### src/rtl/xm23_exec_unit.sv
// XM23 execute stage: registered ALU with PSW flag generation and a registered
// byte manipulator for immediate-byte moves. All outputs come straight from flops.
module xm23_exec_unit (
    input  logic        Clock,
    input  logic        Reset_n,
    input  logic        alu_E,
    input  logic [5:0]  alu_op,
    input  logic [15:0] s_bus,
    input  logic [15:0] d_bus,
    input  logic        psw_update,
    input  logic        psw_load,
    input  logic [15:0] psw_in,
    input  logic        bm_E,
    input  logic [2:0]  bm_op,
    input  logic [15:0] bm_in,
    input  logic [7:0]  ImByte,
    output logic [15:0] alu_out,
    output logic [15:0] psw_out,
    output logic [15:0] bm_out
);

    localparam logic [4:0] OP_ADD  = 5'd0,  OP_ADDC = 5'd1,  OP_SUB  = 5'd2,  OP_SUBC = 5'd3;
    localparam logic [4:0] OP_DADD = 5'd4,  OP_CMP  = 5'd5,  OP_XOR  = 5'd6,  OP_AND  = 5'd7;
    localparam logic [4:0] OP_OR   = 5'd8,  OP_BIT  = 5'd9,  OP_BIC  = 5'd10, OP_BIS  = 5'd11;
    localparam logic [4:0] OP_MOV  = 5'd12, OP_SRA  = 5'd13, OP_RRC  = 5'd14, OP_SWPB = 5'd15;
    localparam logic [4:0] OP_SXT  = 5'd16;

    logic [15:0] alu_r, psw_r, bm_r;
    logic [4:0]  op_s;
    logic        byte_s, fbyte_s, c_in_s, cin_s, sub_s;
    logic [15:0] sx_s, raw_s, merged_s, alu_val_s, psw_nxt_s, bm_val_s, dadd_s;
    logic [16:0] sum_s;
    logic [4:0]  dig_s;
    logic [3:0]  dcar_s;
    logic        dc_s, carry8_s, setc_s, setv_s, setnz_s, c_val_s, v_val_s, n_s, z_s;

    // ALU datapath and next-flag computation
    always_comb begin
        op_s    = alu_op[4:0];
        byte_s  = alu_op[5];
        fbyte_s = byte_s && (op_s != OP_SWPB) && (op_s != OP_SXT);
        c_in_s  = psw_r[0];
        sub_s   = (op_s == OP_SUB) || (op_s == OP_SUBC) || (op_s == OP_CMP);
        sx_s    = sub_s ? ~s_bus : s_bus;
        case (op_s)
            OP_ADDC, OP_SUBC: cin_s = c_in_s;
            OP_SUB, OP_CMP:   cin_s = 1'b1;
            default:          cin_s = 1'b0;
        endcase
        sum_s    = {1'b0, d_bus} + {1'b0, sx_s} + {16'h0000, cin_s};
        // The low byte of the word sum equals the byte sum; recover the bit-7 carry-out.
        carry8_s = sum_s[8] ^ d_bus[8] ^ sx_s[8];

        dc_s   = c_in_s;
        dig_s  = 5'd0;
        dadd_s = 16'h0000;
        dcar_s = 4'h0;
        for (int i = 0; i < 4; i++) begin
            dig_s = {1'b0, d_bus[4*i +: 4]} + {1'b0, s_bus[4*i +: 4]} + {4'h0, dc_s};
            if (dig_s > 5'd9) begin
                dig_s = dig_s + 5'd6;
                dc_s  = 1'b1;
            end else begin
                dc_s  = 1'b0;
            end
            dadd_s[4*i +: 4] = dig_s[3:0];
            dcar_s[i]        = dc_s;
        end

        raw_s   = d_bus;
        setc_s  = 1'b0;
        setv_s  = 1'b0;
        setnz_s = 1'b0;
        c_val_s = c_in_s;
        v_val_s = psw_r[4];
        case (op_s)
            OP_ADD, OP_ADDC, OP_SUB, OP_SUBC, OP_CMP: begin
                raw_s   = sum_s[15:0];
                setc_s  = 1'b1;
                setv_s  = 1'b1;
                setnz_s = 1'b1;
                c_val_s = byte_s ? carry8_s : sum_s[16];
                v_val_s = byte_s ? ((d_bus[7] == sx_s[7]) && (sum_s[7] != d_bus[7]))
                                 : ((d_bus[15] == sx_s[15]) && (sum_s[15] != d_bus[15]));
            end
            OP_DADD: begin
                raw_s   = dadd_s;
                setc_s  = 1'b1;
                setnz_s = 1'b1;
                c_val_s = byte_s ? dcar_s[1] : dcar_s[3];
            end
            OP_XOR, OP_AND, OP_OR, OP_BIT, OP_BIC, OP_BIS, OP_SWPB, OP_SXT: begin
                case (op_s)
                    OP_XOR:  raw_s = d_bus ^ s_bus;
                    OP_AND:  raw_s = d_bus & s_bus;
                    OP_OR:   raw_s = d_bus | s_bus;
                    OP_BIT:  raw_s = d_bus & s_bus;
                    OP_BIC:  raw_s = d_bus & ~s_bus;
                    OP_BIS:  raw_s = d_bus | s_bus;
                    OP_SWPB: raw_s = {d_bus[7:0], d_bus[15:8]};
                    default: raw_s = {{8{d_bus[7]}}, d_bus[7:0]};
                endcase
                setv_s  = 1'b1;
                setnz_s = 1'b1;
                v_val_s = 1'b0;
            end
            OP_MOV: begin
                raw_s = s_bus;
            end
            OP_SRA, OP_RRC: begin
                if (byte_s) begin
                    raw_s = {d_bus[15:8], (op_s == OP_RRC) ? c_in_s : d_bus[7], d_bus[7:1]};
                end else begin
                    raw_s = {(op_s == OP_RRC) ? c_in_s : d_bus[15], d_bus[15:1]};
                end
                setc_s  = 1'b1;
                setnz_s = 1'b1;
                c_val_s = d_bus[0];
            end
            default: begin
                raw_s = d_bus;
            end
        endcase

        merged_s  = fbyte_s ? {d_bus[15:8], raw_s[7:0]} : raw_s;
        alu_val_s = ((op_s == OP_CMP) || (op_s == OP_BIT)) ? d_bus : merged_s;
        n_s       = fbyte_s ? merged_s[7] : merged_s[15];
        z_s       = fbyte_s ? (merged_s[7:0] == 8'h00) : (merged_s == 16'h0000);
        psw_nxt_s = {psw_r[15:5],
                     setv_s  ? v_val_s : psw_r[4],
                     psw_r[3],
                     setnz_s ? n_s     : psw_r[2],
                     setnz_s ? z_s     : psw_r[1],
                     setc_s  ? c_val_s : psw_r[0]};
    end

    // Byte manipulator result selection
    always_comb begin
        case (bm_op)
            3'd0:    bm_val_s = {bm_in[15:8], ImByte};
            3'd1:    bm_val_s = {8'h00, ImByte};
            3'd2:    bm_val_s = {8'hFF, ImByte};
            3'd3:    bm_val_s = {ImByte, bm_in[7:0]};
            default: bm_val_s = bm_in;
        endcase
    end

    // Output and PSW registers; a PSW load overrides an ALU flag update
    always_ff @(posedge Clock or negedge Reset_n) begin
        if (!Reset_n) begin
            alu_r <= 16'h0000;
            psw_r <= 16'h0000;
            bm_r  <= 16'h0000;
        end else begin
            if (alu_E) begin
                alu_r <= alu_val_s;
            end
            if (bm_E) begin
                bm_r <= bm_val_s;
            end
            if (psw_load) begin
                psw_r <= psw_in;
            end else if (alu_E && psw_update) begin
                psw_r <= psw_nxt_s;
            end
        end
    end

    assign alu_out = alu_r;
    assign psw_out = psw_r;
    assign bm_out  = bm_r;

endmodule

### config.mk
export PLATFORM = sky130hd
export DESIGN_NAME = xm23_exec_unit
export DESIGN_NICKNAME = d
export VERILOG_FILES = /design/src/rtl/xm23_exec_unit.sv
export SDC_FILE = /design/constraint.sdc
export NUM_CORES = 1
export LEC_CHECK = 0
export ABC_AREA = 0
export ABC_CLOCK_PERIOD_IN_PS = 19800
export CORE_AREA = 2 2 122 124
export DETAILED_ROUTE_END_ITERATION = 7
export DIE_AREA = 0 0 124 126
export MAX_ROUTING_LAYER = met4
export PLACE_DENSITY = 0.74
export RECOVER_POWER = 100
export REMOVE_ABC_BUFFERS = 1
export SLEW_MARGIN = 20
export SYNTH_ARGS = -nofsm -noshare
export SYNTH_HDL_FRONTEND = slang
export SYNTH_SLANG_ARGS = --single-unit
### constraint.sdc
create_clock -name Clock -period 19.8 [get_ports Clock]
set_clock_uncertainty 0.05 [all_clocks]
set_input_delay 4.95 -clock Clock [delete_from_list [all_inputs] [get_ports Clock]]
set_output_delay 4.95 -clock Clock [all_outputs]
set_load 0.1 [all_outputs]
==> key figures <==
Placement
  – Port Buffers: 134
  – Placer congestion estimate: 1.04
  – Pre-CTS setup slack: 6180 ps
  – Dpl hpwl: 16700 um

Clock tree
  – CTS Hold Bufs: 0
  – Clk sinks: 48
  – Worst-skew pair later-pin latency: 290 ps
  – CTS tree: done
  – Post-cts resize count: 0
  – Clock transition at path regs: 60 ps
  – Root Driver: clkbuf_16
  – CTS Buf Count: 5
  – Max Root-Sink Buffers: 2
  – H-tree depth: 2
  – Postcts setup bufs: 0

Global route
  – Global-route wire length before repair: 34700 um
  – Largest net degree at the start of global routing: 49
  – Gr usage total: 29.2%
  – Top Usage Layer GRT: met2
  – Antenna violations before repair: 0
  – Met2 GRT Util: 44.3%
  – Grt total ovfl: 0
  – M3 GR Usage: 4.98%
  – Routing usage on met1: 37.8%
  – Vias in the first global route: 6381

Power
  – Pwr dens: 66.8 nW/um2
  – Leak: 3.20 nW
  – Peak VDD IR: 54.2 uV

Setup path
  – Startpoint Class: primary input
  – Worst-case reg-to-reg path depth: 31
  – Critical path required time: 19980 ps
  – Cell mode on critical path: fa_1
  – Worst reg2reg endpoint: psw_out[1]$_DFFE_PN0P_
  – Critical path class: in2reg
  – CP Capture Type: flip-flop
  – Worst path max stage delay: 720 ps
  – Critical Path AT: 14190 ps
  – CP Max Fanout: 4
  – FF-to-FF setup slack: 10640 ps
  – Worst Setup SP: s_bus[0]
  – Crit Reg-Reg Startpoint: psw_out[0]$_DFFE_PN0P_
  – Worst setup path end: psw_out[1]$_DFFE_PN0P_
  – Worst path slowest cell: a211oi_1

Outcome
  – Status: complete, but fails checks
  – Failing checks: capacitance limit, slew limit

Detailed routing
  – Post-DR wirelength/cell: 20.5 um
  – Vias: 6651
  – Pre-antenna DRT Iters: 6
  – Post-route ant nets: 0
  – Drt initial violations: 746
  – DRC viols: 0
  – Total routed wirelength: 21900 um
  – Via-to-Cell Ratio: 6.22

Floorplanning
  – Die ar.: 15600 um2
  – Die Wd: 124 um
  – Initial core utilization: 42.3%
  – Die Y-Extent: 126 um
  – Core Area: 14300 um2
  – Io pins: 135
  – Rows: 44

Synthesis
  – Ys flop type: dfrtp_1
  – Async SR Flop Fraction: 100%
  – Post-synthesis area per instance: 7.86 um2
  – Synth warn: 0
  – Mapped Area: 6060 um2
  – Gate Count Post-Synth: 771
  – Seq/Total Area, Yosys: 19.8%
  – Synth cell types: 79
  – #FFs+latches synth: 48
  – EDFF count, synth: 0

Timing
  – Final Hold Violating Endpoints: 0
  – Final setup TNS: 0 ps
  – Maximum clock rate: 71.4 MHz
  – RSZ-0062 raised after global routing: no
  – Worst rel slew slack: -69.4%
  – Final count of negative-setup-slack endpoints: 0
  – Setup slack after layout: 5780 ps
  – Tcrit/Tclk final: 70.8%
  – Count of final max-slew check failures: 49
  – Worst Tran Pin Value: 2540 ps
  – Minimum clock period: 14020 ps

Layout
  – Nets: 1028
  – Layout cells sized above 1: 5.99%
  – Antenna Cells: 0
  – Area grow syn2layout: 27.2%

Min path
  – Hold Path Class: reg2reg

Flow run
  – Max_cap viols: 1
per-stage QoR:
| stage | util [%] | cell area (um2) | hold WS, ps | total power, mW | cells |
|---|---|---|---|---|---|
| 2_1_floorplan | - | 5870 | 913 | 0.324 | 728 |
| 3_5_place_dp | 52.9 | 7570 | 421 | 0.420 | 1061 |
| 3_3_place_gp | 52.9 | 7570 | 414 | 0.418 | 1061 |
| 5_1_grt | 53.9 | 7710 | 452 | 0.541 | 1069 |
| 6_report | 53.9 | 7710 | 426 | 0.515 | 1069 |
| 4_1_cts | 54.1 | 7740 | 435 | 0.520 | 1069 |
worst min path at each step:
stage,from,endpoint,slack [ps],depth (start not counted)
6_report,alu_out[9]$_DFFE_PN0P_,alu_out[9]$_DFFE_PN0P_,430,1
5_1_grt,alu_out[9]$_DFFE_PN0P_,alu_out[9]$_DFFE_PN0P_,450,1
4_1_cts,alu_out[9]$_DFFE_PN0P_,alu_out[9]$_DFFE_PN0P_,430,1
3_5_place_dp,alu_out[9]$_DFFE_PN0P_,alu_out[9]$_DFFE_PN0P_,420,1
3_3_place_gp,alu_out[9]$_DFFE_PN0P_,alu_out[9]$_DFFE_PN0P_,410,1
2_1_floorplan,alu_out[6]$_DFFE_PN0P_,alu_out[6]$_DFFE_PN0P_,910,2
registers in the layout, summed over array words and instances, names as in the netlist:
signal   flops
alu_out     16
bm_out      16
psw_out     16
critical path, delay by kind of cell:
| kind | cells | cell delay [ps] |
|---|---|---|
| xor+xnor | 4 | 1160 |
| compound gates | 5 | 1830 |
| simple gates | 9 | 1810 |
| buf+inv | 4 | 810 |
| fa+ha+maj | 9 | 3290 |
| mux | 1 | 350 |
Yosys cell counts (all sizes together), types with 4 or more instances:
master   count  share of area (%)
a2111oi      4               0.58
o31a         7                1.0
a221oi      10                1.5
o21ai       47                3.9
dfrtp       48                 20
mux2        19                3.5
nor4         4               0.41
nand2       77                4.8
a21o         9                1.1
o21bai       4               0.50
and2         9               0.93
o22ai        6               0.62
nand2b       6               0.62
fa          10                3.3
nor2        58                3.6
o311ai       4               0.58
a31o         4               0.58
a22oi        5               0.62
a31oi       23                2.4
a222oi       4               0.66
clkbuf      23                1.4
nor2b        6               0.62
or3          4               0.41
nor3        10               0.91
nand3b       4               0.50
inv         62                3.8
a211oi      12                1.5
nand4        9               0.93
o211ai      15                1.9
xor2         5               0.85
ha          47                9.7
a21oi       54                4.5
buf         20                1.7
nand3       16                1.3
and3         5               0.52
a2bb2oi      8                1.2
xnor2       37                5.3
a32oi        7                1.0
mux2i       25                4.1
power by group:
group	internal, mW	switching [mW]	total (mW)
registers	0.110	0.00634	0.117
logic	0.0948	0.205	0.300
clock network	0.0594	0.0386	0.0979
per-layer routing:
layer,wire length (um),share of wire [%],up-vias
li1,-,-,3068
met4,1080,4.9,0
met3,2190,10,96
met1,8660,40,3081
met5,0,0,-
met2,9980,46,406
kinds of logic after synthesis:
logic type               count (synthesis)  share of synthesized area, %
XOR/XNOR                                42                          6.20
AND/OR/NAND/NOR                        223                          17.7
buffers and inverters                  105                          6.98
AO/OA/AOI/OAI                          252                          28.7
multiplexers                            44                          7.66
adder cells (fa/ha/maj)                 57                          13.0
flip-flops                              48                          19.8
cells in the final DEF, fill, tap and decap left out, drive strengths merged, types with 5 or more instances in the layout:
cell type and n:
a21o 9, nand4 9, mux2i 25, fa 10
ha 47, xnor2 37, nor2 58, and3 5
a21oi 54, a211oi 12, o31a 7, a221oi 10
clkdlybuf4s50 81, xor2 5, o21ai 47, dlygate4sd3 52
nand2 77, nor3 10, and2 9, nor2b 6
mux2 19, dfrtp 48, buf 12, inv 62
a32oi 7, nand2b 6, o211ai 15, nand3 16
a22oi 5, a31oi 23, o22ai 6, clkbuf 9
a2bb2oi 8
final cells by class:
class	count	area [um2]
clock inverter	3	42.5
sequential	48	1200
tap	184	230
clock buffer	5	125
inverter	62	233
multi-input combinational	618	4440
fill	1378	6610
timing repair buffer	149	1430
Power figures use the tool's default switching activity.
